<file path="src/rtl/ifu.sv">
// Instruction fetch: FETCH issues imem_req at pc, HOLD keeps the word until advance.
// One-cycle minimum fetch latency; stalls while imem_ready is low, holds instr until advance.
module ifu #(
    parameter logic [31:0] RESET_PC        = 32'h0000_3000,
    parameter logic [1:0]  NPC_SEL_PC_ADD_4 = 2'b00,
    parameter logic [1:0]  NPC_SEL_BEQ_JMP  = 2'b01,
    parameter logic [1:0]  NPC_SEL_J_JMP    = 2'b10,
    parameter logic [1:0]  NPC_SEL_REG_JMP  = 2'b11
) (
    input  logic        clk,
    input  logic        rst,
    input  logic [1:0]  npc_sel,
    input  logic [31:0] reg_target,
    input  logic        advance,
    output logic        imem_req,
    output logic [31:0] imem_addr,
    input  logic        imem_ready,
    input  logic [31:0] imem_rdata,
    output logic [31:0] instr,
    output logic        instr_valid,
    output logic [31:0] pc,
    output logic [31:0] pc_plus4,
    output logic        misalign
);

    typedef enum logic {FETCH, HOLD} state_t;

    state_t      state_q, state_d;
    logic [31:0] pc_q;
    logic [31:0] instr_q;
    logic        instr_valid_q;
    logic        misalign_q;
    logic [31:0] br_off;
    logic [31:0] next_pc;

    assign pc_plus4 = pc_q + 32'd4;
    assign br_off   = {{14{instr_q[15]}}, instr_q[15:0], 2'b00};

    always_comb begin
        next_pc = pc_plus4;
        case (npc_sel)
            NPC_SEL_PC_ADD_4: next_pc = pc_plus4;
            NPC_SEL_BEQ_JMP:  next_pc = pc_plus4 + br_off;
            NPC_SEL_J_JMP:    next_pc = {pc_plus4[31:28], instr_q[25:0], 2'b00};
            NPC_SEL_REG_JMP:  next_pc = {reg_target[31:2], 2'b00};
            default:          next_pc = pc_plus4;
        endcase
    end

    always_comb begin
        state_d  = state_q;
        imem_req = 1'b0;
        case (state_q)
            FETCH: begin
                imem_req = !rst;
                if (imem_ready) state_d = HOLD;
            end
            HOLD: begin
                if (advance) state_d = FETCH;
            end
            default: state_d = FETCH;
        endcase
    end

    always_ff @(posedge clk) begin
        if (rst) begin
            state_q       <= FETCH;
            pc_q          <= {RESET_PC[31:2], 2'b00};
            instr_q       <= 32'h0;
            instr_valid_q <= 1'b0;
            misalign_q    <= 1'b0;
        end else begin
            state_q <= state_d;
            if (state_q == FETCH && imem_ready) begin
                instr_q       <= imem_rdata;
                instr_valid_q <= 1'b1;
            end
            if (state_q == HOLD && advance) begin
                pc_q          <= next_pc;
                instr_valid_q <= 1'b0;
                // Target is still taken (word-aligned); the flag just records the bad low bits.
                if (npc_sel == NPC_SEL_REG_JMP && reg_target[1:0] != 2'b00)
                    misalign_q <= 1'b1;
            end
        end
    end

    assign imem_addr   = pc_q;
    assign pc          = pc_q;
    assign instr       = instr_q;
    assign instr_valid = instr_valid_q;
    assign misalign    = misalign_q;

endmodule

</file>
<file path="config.mk">
export PLATFORM = sky130hd
export DESIGN_NAME = ifu
export DESIGN_NICKNAME = d
export VERILOG_FILES = /design/src/rtl/ifu.sv
export SDC_FILE = /design/constraint.sdc
export NUM_CORES = 1
export LEC_CHECK = 0
export ABC_AREA = 1
export BUFFER_PORTS_ARGS = -buffer_cell sky130_fd_sc_hd__buf_2
export CAP_MARGIN = 20
export CORE_MARGIN = 4
export CORE_UTILIZATION = 57
export DETAILED_ROUTE_END_ITERATION = 10
export GPL_TIMING_DRIVEN = 0
export PLACE_DENSITY = 0.92
export SLEW_MARGIN = 20
export SYNTH_ARGS = -nofsm -noshare
export SYNTH_HDL_FRONTEND = slang
export SYNTH_SLANG_ARGS = --single-unit
</file>
<file path="constraint.sdc">
create_clock -name clk -period 6.45 [get_ports clk]
set_input_delay 1.29 -clock clk [delete_from_list [all_inputs] [get_ports clk]]
set_output_delay 1.29 -clock clk [all_outputs]
set_load 0.05 [all_outputs]
</file>
==> results_dict.tcl <==
set metrics [dict create \
    overflow 0 \
    antenna_found_initial 0 \
    finalSetupViolations 0 \
    run_status "completed" \
    tns_ps 0 \
    rsz0062_at_grt "no" \
    grt_pass1_wl_mm 37.67 \
    synth.area.mux_share_pct 0 \
    critPathLaunchType "flip-flop" \
    synth-edff-count 0 \
    worstPathRequired_ps 5160 \
    p_leak_uw 0.004297 \
    holdPathStages 2 \
    postRouteAntennaNets 0 \
    max_cap_viol_count 0 \
    synth_xor_area_share_pct 3.097 \
    dieArea_sq_mm 0.01257 \
    synth_most_common_cell "nand2_1" \
    htree_num_levels 3 \
    cp.arrival_ps 2460 \
    layout_worst_path_cycle_share_pct 58.17 \
    multi_input_area_sq_mm 0.004023 \
    path_clk_slew_ps 90 \
    period_needed_ps 3752 \
    synth_warnings 0 \
    crit_path_max_fanout 5 \
    powerDensity_mw_per_mm2 177.8 \
    seqCellArea_sq_mm 0.001301 \
    routed_wl_mm 24.00 \
    finalHoldViolCount 0 \
    start_util_pct 59.08 \
    nNetsFinal 1354 \
    area_delta_synth_final_pct 22.23 \
    hold_buffers 0 \
    insertedDiodeCount 0 \
    drtPass1Iterations 6 \
    clock-root-buffer "clkbuf_8" \
    yosys.area_share.simple_pct 38.83 \
    ir_drop_uv 159.2 \
    num_rows 37 \
    yosys_most_used_dff "dfxtp_1" \
    synth_area_leader_cell "dfxtp_1" \
    grt_max_degree 20 \
    clockBufferDepth 2 \
    post_cts_buffers 0 \
    cts_resized 0 \
    drc_errors 0 \
    finalClockSkew_ps 14.04 \
    yosys.area.top_type_share_pct 21.05 \
    die_h_microns 112.1 \
    nFillCells 972 \
    synthTopCellsByCount "305 x nand2_1, 139 x nor2_1, 120 x inv_1, 70 x o21ai_0, 65 x dfxtp_1" \
    dpl.cell_count 1374 \
    viasPerCell 5.572 \
    synthCells 1041 \
    netlist-cell-type-count 52 \
    gp_congestion 0.9818 \
    core_area_sq_mm 0.01046 \
    slew_headroom_pct 42.13 \
    synth_compound_area_share_pct 15.59 \
    ff2ff_path_depth 20 \
    first_iter_violations 933 \
    layout-drive-gt1-share_pct 22.97 \
    synth_area_sq_mm 0.006181 \
    cts_tree "built" \
    max_freq_mhz 266.5 \
    design.portCount 201 \
    wl_per_cell_microns 17.26 \
    portBuffers 192 \
    slew_viol_final 0 \
    seq_area_frac_synth_pct 21.05 \
    grtUsageTotal_pct 36.99 \
    yosys_register_bits 65 \
    synthAdderAreaFrac_pct 7.206 \
    hpwl_mm 19.73 \
    hold_class "reg -> reg" \
    crit_type "reg -> out" \
    worstMarginPinSlew_ps 866.8 \
    final_cells 1390 \
    die_w_microns 112.1 \
    clk_latency_ps 350 \
    grt_pass1_vias 7348 \
    synth_top_family_by_area "simple AND/OR/NAND/NOR gates" \
    clock_sink_count 65 \
    cts_buffers 9 \
    vias 7745 \
    synth.area.top_cells "dfxtp_1 21%, nand2_1 19%, nor2_1 8.4%, inv_1 7.3%, ha_1 6.9%" \
    postSynthAreaPerCell_sq_um 5.937 \
    worst_setup_path_end_kind "output pin" \
    async_flop_share_pct 0 \
]
-- metal layers --
metal / part of all wire (%) / routed length, microns / vias up / track usage (%)
met5: 0 / 0 / - / 0
met4: 5.0 / 1190 / 0 / 17.47
met3: 10 / 2435 / 89 / 6.469
met2: 45 / 10890 / 496 / 60.67
met1: 40 / 9482 / 3423 / 47.13
li1: - / - / 3737 / -
-- registers in the layout, indices dropped and copies added (netlist names) --
name	flops
instr	32
imem_addr	30
instr_valid	1
misalign	1
state_q	1
-- power breakdown --
part / leakage [uW] / internal, uW / switching (uW)
clock: 0.000115 / 222 / 187
sequential: 0.000534 / 427 / 39.7
combinational: 0.00365 / 127 / 340
total: 0.00430 / 776 / 567
-- final cells by class --
type	instances	share of cell area [%]
multi-input combinational	789	53.25
clock buffer	9	1.640
buffer	62	5.068
inverter	130	6.525
tap	136	2.252
timing repair buffer	192	12.72
clock inverter	7	1.325
sequential	65	17.22
-- worst max-delay path, cell delays in order, from the launching register on --
cell and delay, ps:
dfxtp_1 450, ha_1 210, nand2_1 70, inv_2 120, nand2_1 120, nor3_2 340, nand2_1 150, xor2_1 310
inv_1 100, buf_2 220
-- cells in the final DEF (no fill, tap or decap), types with 6 or more instances in the layout --
cell,count
nor2_1,139
o21bai_1,6
nand2_1,305
nand3_1,61
buf_4,36
o21ai_0,70
inv_1,120
buf_2,198
dfxtp_1,65
ha_1,34
xor2_1,17
o21ai_1,6
nand2_2,6
clkbuf_8,9
nand4_1,16
a21oi_1,50
conb_1,6
nor3_1,6
a221oi_1,13
clkbuf_1,19
inv_2,6
-- path summary, 6_finish.rpt --
| check | slack (ps) | start | end |
|---|---|---|---|
| worst max-delay path | 2700 | imem_addr[3] | pc_plus4[26] |
| worst min-delay path | 460 | misalign | misalign |
| worst max register to register | 2840 | imem_addr[3] | imem_addr[21] |
| worst min register to register | 460 | misalign | misalign |
-- kinds of logic after synthesis --
kind of cell	after synthesis
and+or+nand+nor	561
buffers and inverters	192
AOI/OAI and AO/OA	166
DFF	65
adders and majority gates	35
xor gates and xnor gates	21
other	1
-- metrics by stage --
stage | instance area (sq um) | hold WS, ps | utilization [%] | power (uW) | setup slack [ps]
6_report | 7555 | 464.7 | 72.21 | 1343 | 2698
5_1_grt | 7555 | 479.2 | 72.21 | 1394 | 2476
4_1_cts | 7555 | 464.0 | 72.21 | 1331 | 2778
3_5_place_dp | 7331 | 450.1 | 70.07 | 931.5 | 3016
3_3_place_gp | 7331 | 445.1 | 70.07 | 925.9 | 3033
2_1_floorplan | 6200 | 495.5 | - | 795.4 | 2608
Note: power is estimated with default switching activity, not from simulation.
